--- config.mk ---
export PLATFORM = sky130hd
export DESIGN_NAME = updown_ctrl_flat
export DESIGN_NICKNAME = d
export VERILOG_FILES = /design/src/rtl/updown_ctrl_if.sv /design/src/rtl/updown_ctrl.sv /design/src/flat_wrapper.sv
export SDC_FILE = /design/constraint.sdc
export NUM_CORES = 1
export LEC_CHECK = 0
export CORE_AREA = 10 10 47 49
export CTS_BUF_LIST = sky130_fd_sc_hd__clkbuf_8
export CTS_CLUSTER_DIAMETER = 150
export DETAILED_ROUTE_END_ITERATION = 10
export DIE_AREA = 0 0 57 59
export PLACE_DENSITY = 0.52
export SETUP_SLACK_MARGIN = 0.15
export SKIP_LAST_GASP = 1
export SYNTH_ARGS = -nofsm -noshare
export SYNTH_HDL_FRONTEND = slang
export SYNTH_SLANG_ARGS = --single-unit
export TNS_END_PERCENT = 20
--- constraint.sdc ---
create_clock -name clk -period 1.4 [get_ports clk]
set_clock_uncertainty 0.15 [all_clocks]
set_input_delay 0.21 -clock clk [delete_from_list [all_inputs] [get_ports clk]]
set_output_delay 0.21 -clock clk [all_outputs]
set_load 0.01 [all_outputs]
--- src/rtl/updown_ctrl_if.sv ---
// rtl/updown_ctrl_if.sv - button/mode/count inputs and direction outputs of updown_ctrl
//   btn_in       raw pushbutton, active-high, asynchronous
//   mode_bounce  1 = auto-reverse at count extremes, 0 = free wrap
//   count_in     count fed back from sync_counter
//   up_down      direction to sync_counter (1 = up)
//   press_pulse  one-cycle pulse per debounced press
//   dir_change   one-cycle pulse in the cycle after up_down changed
interface updown_ctrl_if #(
  parameter int WIDTH = 4
);
  logic             btn_in;
  logic             mode_bounce;
  logic [WIDTH-1:0] count_in;
  logic             up_down;
  logic             press_pulse;
  logic             dir_change;

  modport master (
    output btn_in, mode_bounce, count_in,
    input  up_down, press_pulse, dir_change
  );

  modport slave (
    input  btn_in, mode_bounce, count_in,
    output up_down, press_pulse, dir_change
  );
endinterface

--- src/rtl/updown_ctrl.sv ---
// rtl/updown_ctrl.sv - debounced press / bounce-mode direction controller for sync_counter
//   clk    system clock, rising edge
//   reset  asynchronous active-high reset
//   bus    updown_ctrl_if slave: btn_in, mode_bounce, count_in in; up_down, press_pulse, dir_change out
module updown_ctrl #(
  parameter int WIDTH      = 4,
  parameter int DEB_CYCLES = 4
) (
  input  logic          clk,
  input  logic          reset,
  updown_ctrl_if.slave  bus
);

  localparam int CW = (DEB_CYCLES > 1) ? $clog2(DEB_CYCLES) : 1;
  localparam logic [CW-1:0]    DEB_LAST = CW'(DEB_CYCLES - 1);
  // Lookahead thresholds: the counter moves on the same edge that samples up_down.
  localparam logic [WIDTH-1:0] UP_TURN  = WIDTH'((2 ** WIDTH) - 2);
  localparam logic [WIDTH-1:0] DN_TURN  = WIDTH'(1);

  logic          sync1_q, sync1_d;
  logic          sync2_q, sync2_d;
  logic          btn_db_q, btn_db_d;
  logic [CW-1:0] deb_cnt_q, deb_cnt_d;
  logic          press_q, press_d;
  logic          up_down_q, up_down_d;
  logic          dir_change_q, dir_change_d;

  logic          mismatch;
  logic          bounce_req;
  logic          flip;

  always_comb begin
    sync1_d   = bus.btn_in;
    sync2_d   = sync1_q;
    btn_db_d  = btn_db_q;
    deb_cnt_d = '0;
    mismatch  = (sync2_q != btn_db_q);

    if (mismatch) begin
      if (deb_cnt_q == DEB_LAST) begin
        btn_db_d  = sync2_q;
        deb_cnt_d = '0;
      end else begin
        deb_cnt_d = deb_cnt_q + CW'(1);
      end
    end

    // Pulse only on a debounced 0->1 transition; release is ignored.
    press_d = btn_db_d & ~btn_db_q;

    bounce_req = bus.mode_bounce &
                 (( up_down_q & (bus.count_in >= UP_TURN)) |
                  (~up_down_q & (bus.count_in <= DN_TURN)));

    // OR, not XOR: a coincident press and bounce request invert only once.
    flip         = press_q | bounce_req;
    up_down_d    = up_down_q ^ flip;
    dir_change_d = flip;
  end

  always_ff @(posedge clk or posedge reset) begin
    if (reset) begin
      sync1_q      <= 1'b0;
      sync2_q      <= 1'b0;
      btn_db_q     <= 1'b0;
      deb_cnt_q    <= '0;
      press_q      <= 1'b0;
      up_down_q    <= 1'b1;
      dir_change_q <= 1'b0;
    end else begin
      sync1_q      <= sync1_d;
      sync2_q      <= sync2_d;
      btn_db_q     <= btn_db_d;
      deb_cnt_q    <= deb_cnt_d;
      press_q      <= press_d;
      up_down_q    <= up_down_d;
      dir_change_q <= dir_change_d;
    end
  end

  assign bus.up_down     = up_down_q;
  assign bus.press_pulse = press_q;
  assign bus.dir_change  = dir_change_q;

endmodule

--- src/flat_wrapper.sv ---
// flat-port wrapper written by rule: the top's interface ports become plain ports
module updown_ctrl_flat 
#(
  parameter int WIDTH      = 4,
  parameter int DEB_CYCLES = 4
)
  (clk, reset, bus_btn_in, bus_mode_bounce, bus_count_in, bus_up_down, bus_press_pulse, bus_dir_change);
  updown_ctrl_if #(.WIDTH(WIDTH)) bus_i ();
  input  logic clk;
  input  logic reset;
  input wire logic [$bits(bus_i.btn_in)-1:0] bus_btn_in;
  input wire logic [$bits(bus_i.mode_bounce)-1:0] bus_mode_bounce;
  input wire logic [$bits(bus_i.count_in)-1:0] bus_count_in;
  output wire logic [$bits(bus_i.up_down)-1:0] bus_up_down;
  output wire logic [$bits(bus_i.press_pulse)-1:0] bus_press_pulse;
  output wire logic [$bits(bus_i.dir_change)-1:0] bus_dir_change;
  assign bus_i.btn_in = bus_btn_in;
  assign bus_i.mode_bounce = bus_mode_bounce;
  assign bus_i.count_in = bus_count_in;
  assign bus_up_down = bus_i.up_down;
  assign bus_press_pulse = bus_i.press_pulse;
  assign bus_dir_change = bus_i.dir_change;
  updown_ctrl #(.WIDTH(WIDTH), .DEB_CYCLES(DEB_CYCLES)) u_core (.clk(clk), .reset(reset), .bus(bus_i));
endmodule
After elaboration in Yosys (flattened, before gate mapping)

Cells that the tools add are included.

Add/subtract/negate cells: 1
Multipliers: 0
Divide/modulo/power cells: 0
Magnitude comparators: 2
Equal/unequal tests: 2
Shifts and indexed selects: 0
Mux-type cells: 4
Bitwise logic cells: 9
Reduce and logical (&&, ||, !) cells: 0

Operators with widths:

| operator                                                               | count |
|---|---|
| 1-bit bitwise AND                                                      | 4 |
| 4-bit greater-or-equal comparator (second input constant)              | 1 |
| 4-bit by 1-bit <= comparator with 1-bit output (second input constant) | 1 |
| 2-bit 2-to-1 mux                                                       | 2 |
| 2-bit by 1-bit adder with 2-bit output (second input constant)         | 1 |
| 2-bit equality test (second input constant)                            | 1 |
| 1-bit 2-to-1 mux                                                       | 2 |
| 1-bit inverter                                                         | 2 |
| 1-bit OR                                                               | 2 |
| 1-bit != test                                                          | 1 |
| 1-bit bitwise XOR                                                      | 1 |

Register bits: 8
Latch bits: 0
Memory bits (writable): 0
ROM bits: 0
Input port bits: 8
Output and inout port bits: 3
Memories: 0

Logic depth before layout (Yosys ltp)

Depth after elaboration: 6
Depth in mapped cells: 3
Gate-level depth less buffers: 3

Worst setup path before layout

No wires, ideal clock.

Path type: reg-to-reg
From: register u_core.up_down_q, in the netlist u_core.bus.up_down
To: register u_core.dir_change_q, in the netlist u_core.bus.dir_change
Setup time: 64 ps
Arrival time: 931 ps
Required time: 1186 ps
Slack: 255 ps
Cell stages (with the launch flop): 4
Buffers on the path: 0
Period minus slack after synthesis: 1145 ps
Path through: dfstp_2 or4_1 nand2_1 a21o_1

Cells in the longest elaborated chain, start to end: 5
Elaborated cells on any way between the ends: 6

Ends and longest elaborated chain:

| item                          | RTL line          | RTL |
|---|---|---|
| from (decl)                   | updown_ctrl.sv:25 | `logic up_down_q, up_down_d;` |
| from (signal assigned)        | updown_ctrl.sv:76 | `up_down_q <= up_down_d;` |
| 1-bit inverter                | updown_ctrl.sv:53 | `(~up_down_q & (bus.count_in <= DN_TURN)));` |
| 1-bit bitwise AND             | updown_ctrl.sv:53 |  |
| 1-bit OR (*)                  | updown_ctrl.sv:52 | `(( up_down_q & (bus.count_in >= UP_TURN)) \|` |
| 1-bit bitwise AND (*)         | updown_ctrl.sv:51 | `bounce_req = bus.mode_bounce &` |
| 1-bit OR (*)                  | updown_ctrl.sv:56 | `flip = press_q \| bounce_req;` |
| named net u_core.dir_change_d | updown_ctrl.sv:26 | `logic dir_change_q, dir_change_d;` |
| to (signal assigned)          | updown_ctrl.sv:77 | `dir_change_q <= dir_change_d;` |
| to (decl)                     | updown_ctrl.sv:26 |  |

Mark *: on every way through the listed nets, which the timed path passes. The rest lies on a longest branch.

Final worst setup path

From: register u_core.up_down_q, in the netlist u_core.bus.up_down
To: output port bus_up_down

RTL lines:

| item      | RTL line           | RTL |
|---|---|---|
| to (decl) | flat_wrapper.sv:14 | `output wire logic [$bits(bus_i.up_down)-1:0] bus_up_down;` |

No word-level cell between the ends.

==> flow_summary.json <==
{
  "place_ws_ns": -0.160,
  "yosys_warnings": 0,
  "layout_common_cells": "dfrtp_1, buf_4, nand2_1",
  "ys_seq_area_share_pct": 63.6,
  "p_leak_nw": 0.274,
  "post_drt_wl_per_cell_um": 12.7,
  "end_kind": "output port",
  "synth.avg_cell_area_sq_um": 11.3,
  "die-area_sq_um": 3360,
  "start_util_pct": 22.6,
  "htreeDepth": 1,
  "critPathArrivalTime_ns": 0.91,
  "firstDrtPassIters": 2,
  "path_depth": 1,
  "insertion_delay_ns": 0.23,
  "max_slew.worst_pin.slew_ns": 0.301,
  "syn_area_sq_um": 317,
  "ioPinCount": 11,
  "max-cap-violations": 0,
  "setup_slack_ns": 0.130,
  "drcViolationCount": 0,
  "crit_path_cell_trace": "buf_4",
  "grtUsageTotal_pct": 4.60,
  "die-height_um": 59,
  "final_common_cell": "dfrtp_1",
  "critPathLaunchType": "flip-flop",
  "clock_path_buffers": 2,
  "grt_pass1_vias": 270,
  "viasPerCell": 4.39,
  "ys_types": 16,
  "layout.cells.non_filler": 61,
  "route.vias.total": 268,
  "crit_buf_inv": 1,
  "rsz0062_at_grt": "yes",
  "clkTransAtPathRegs_ns": 0.04,
  "cp_slowest_cell": "dfstp_2",
  "period_minus_slack_ns": 1.27,
  "pwr-share-clk_pct": 36.3,
  "p_seq_share_pct": 42.0,
  "pwr_density_cell_nw_per_um2": 1530,
  "worst-setup-path-type": "reg -> out",
  "netSwitchingPower_mw": 0.202,
  "cp.required_ns": 1.04,
  "synthCells": 28,
  "cts_tree": "built",
  "portBuffers": 9,
  "cts_root_buffer": "clkbuf_8",
  "final-max-slew-violation-count": 0,
  "area_growth_pct": 59.7,
  "antenna_cells": 0,
  "r2r_cells": 3,
  "crit_family": "flip-flops",
  "fmax_mhz": 788,
  "nets": 55,
  "cp_max_fo": 5,
  "grt_max_degree": 9,
  "critPathMaxStageDelay_ns": 0.55,
  "chipWidth_um": 57,
  "syn_nets": 37,
  "slew_headroom_pct": 79.9,
  "p_sw_share_pct": 26.1,
  "grt_pass1_wl_um": 1150,
  "final_hold_viol_count": 0,
  "gp_congestion": 0.718,
  "cts.sinks": 8,
  "hold_class": "in -> async",
  "core_sq_um": 1400,
  "vdd_ir_drop_max_mv": 0.530,
  "dpl.cell_count": 56,
  "drive_gt1_share_pct": 22.2,
  "setup_viol_count_final": 0,
  "antenna_found_initial": 0,
  "fp-row-count": 14,
  "wl_um": 773,
  "ys_ff_latch": 8,
  "grt_overflow": 0,
  "p_comb_share_pct": 21.6,
  "finalCritPeriodShare_pct": 90.7,
  "dp_hpwl_um": 592,
  "drtAntennaViolNets": 0,
  "status": "complete, no violations",
  "internal_power_mw": 0.571,
  "drtIter0Drc": 1,
  "hold_buffers": 0,
  "cts_buffers": 3
}
final cells by class:
cell class | count | area, sq um
clock buffer | 3 | 41.3
tap | 16 | 20.0
timing repair buffer | 13 | 124
sequential | 8 | 201
inverter | 2 | 7.51
clock inverter | 1 | 3.75
multi-input combinational | 18 | 108
fill | 143 | 896
power by group through the flow:
stage                     Sequential [mW]  Clock (mW)  Combinational (mW)
final                               0.325       0.281               0.167
after CTS                           0.325       0.294               0.159
after floorplan                     0.328           0              0.0850
after detailed placement            0.329           0               0.165
after global placement              0.323           0               0.154
after global routing                0.330       0.318               0.186
per-stage QoR:
stage | util [%] | power [mW] | setup TNS (ns) | hold slack [ns] | area, sq um
2_1_floorplan | - | 0.413 | 0 | -0.125 | 317
3_3_place_gp | 32.1 | 0.477 | -0.183 | 0.188 | 449
3_5_place_dp | 32.1 | 0.494 | -0.291 | 0.187 | 449
4_1_cts | 35.0 | 0.777 | -0.0491 | 0.0812 | 490
5_1_grt | 36.1 | 0.834 | 0 | 0.0907 | 505
6_report | 36.1 | 0.773 | 0 | 0.0722 | 505
kinds of logic (layout without fill, tap and decap cells):
kind of cell | count (synthesis) | after routing | synth area share (%)
and+or+nand+nor | 12 | 12 | 20.2
DFF | 8 | 8 | 63.6
adders and majority gates | 1 | 1 | 3.95
xor gates and xnor gates | 1 | 1 | 2.77
buffers and inverters | 2 | 19 | 2.37
AOI/OAI and AO/OA | 4 | 4 | 7.11
registers in the layout, indices dropped and copies added, names as in the netlist:
register / cells
u_core.bus.dir_change: 1
u_core.btn_db_q: 1
u_core.bus.press_pulse: 1
u_core.sync2_q: 1
u_core.sync1_q: 1
u_core.deb_cnt_q: 2
u_core.bus.up_down: 1
final timing paths:
path                                        start                 end  slack [ns]
min reg2reg                        u_core.sync1_q      u_core.sync2_q        0.20
max in group asynchronous                   reset  u_core.bus.up_down        0.74
min in group clk                  bus_count_in[2]  u_core.bus.up_down        0.11
max reg2reg                u_core.bus.press_pulse  u_core.bus.up_down        0.17
min                                         reset      u_core.sync1_q        0.07
max                            u_core.bus.up_down         bus_up_down        0.13
metal layers:
metal | GRT usage (%) | up-vias | share of wire (%)
li1 | - | 130 | -
met1 | 4.70 | 128 | 48
met2 | 6.36 | 10 | 48
met3 | 2.58 | 0 | 4.4
met4 | 4.70 | 0 | 0
met5 | 0 | - | 0
synth_stat cells (all sizes together):
cell type	instances	share of area (%)
dfstp	1	8.3
dfrtp	7	55
nand4	2	4.0
nor2	1	1.2
or2	1	2.0
a21oi	1	1.6
inv	2	2.4
nand2	4	4.7
or4	1	2.4
nor2b	1	2.0
ha	1	4.0
o21ai	2	3.2
nor3b	1	2.4
xnor2	1	2.8
a21o	1	2.4
nor3	1	1.6
repair_timing:
action | in CTS | in global routing
endpoints found under the setup margin | 4 | 4
resized for setup | 3 | 8
buffers inserted | 0 | 1
pin swaps | 0 | 3
cloned | 0 | 0
Power figures use the tool's default switching activity.
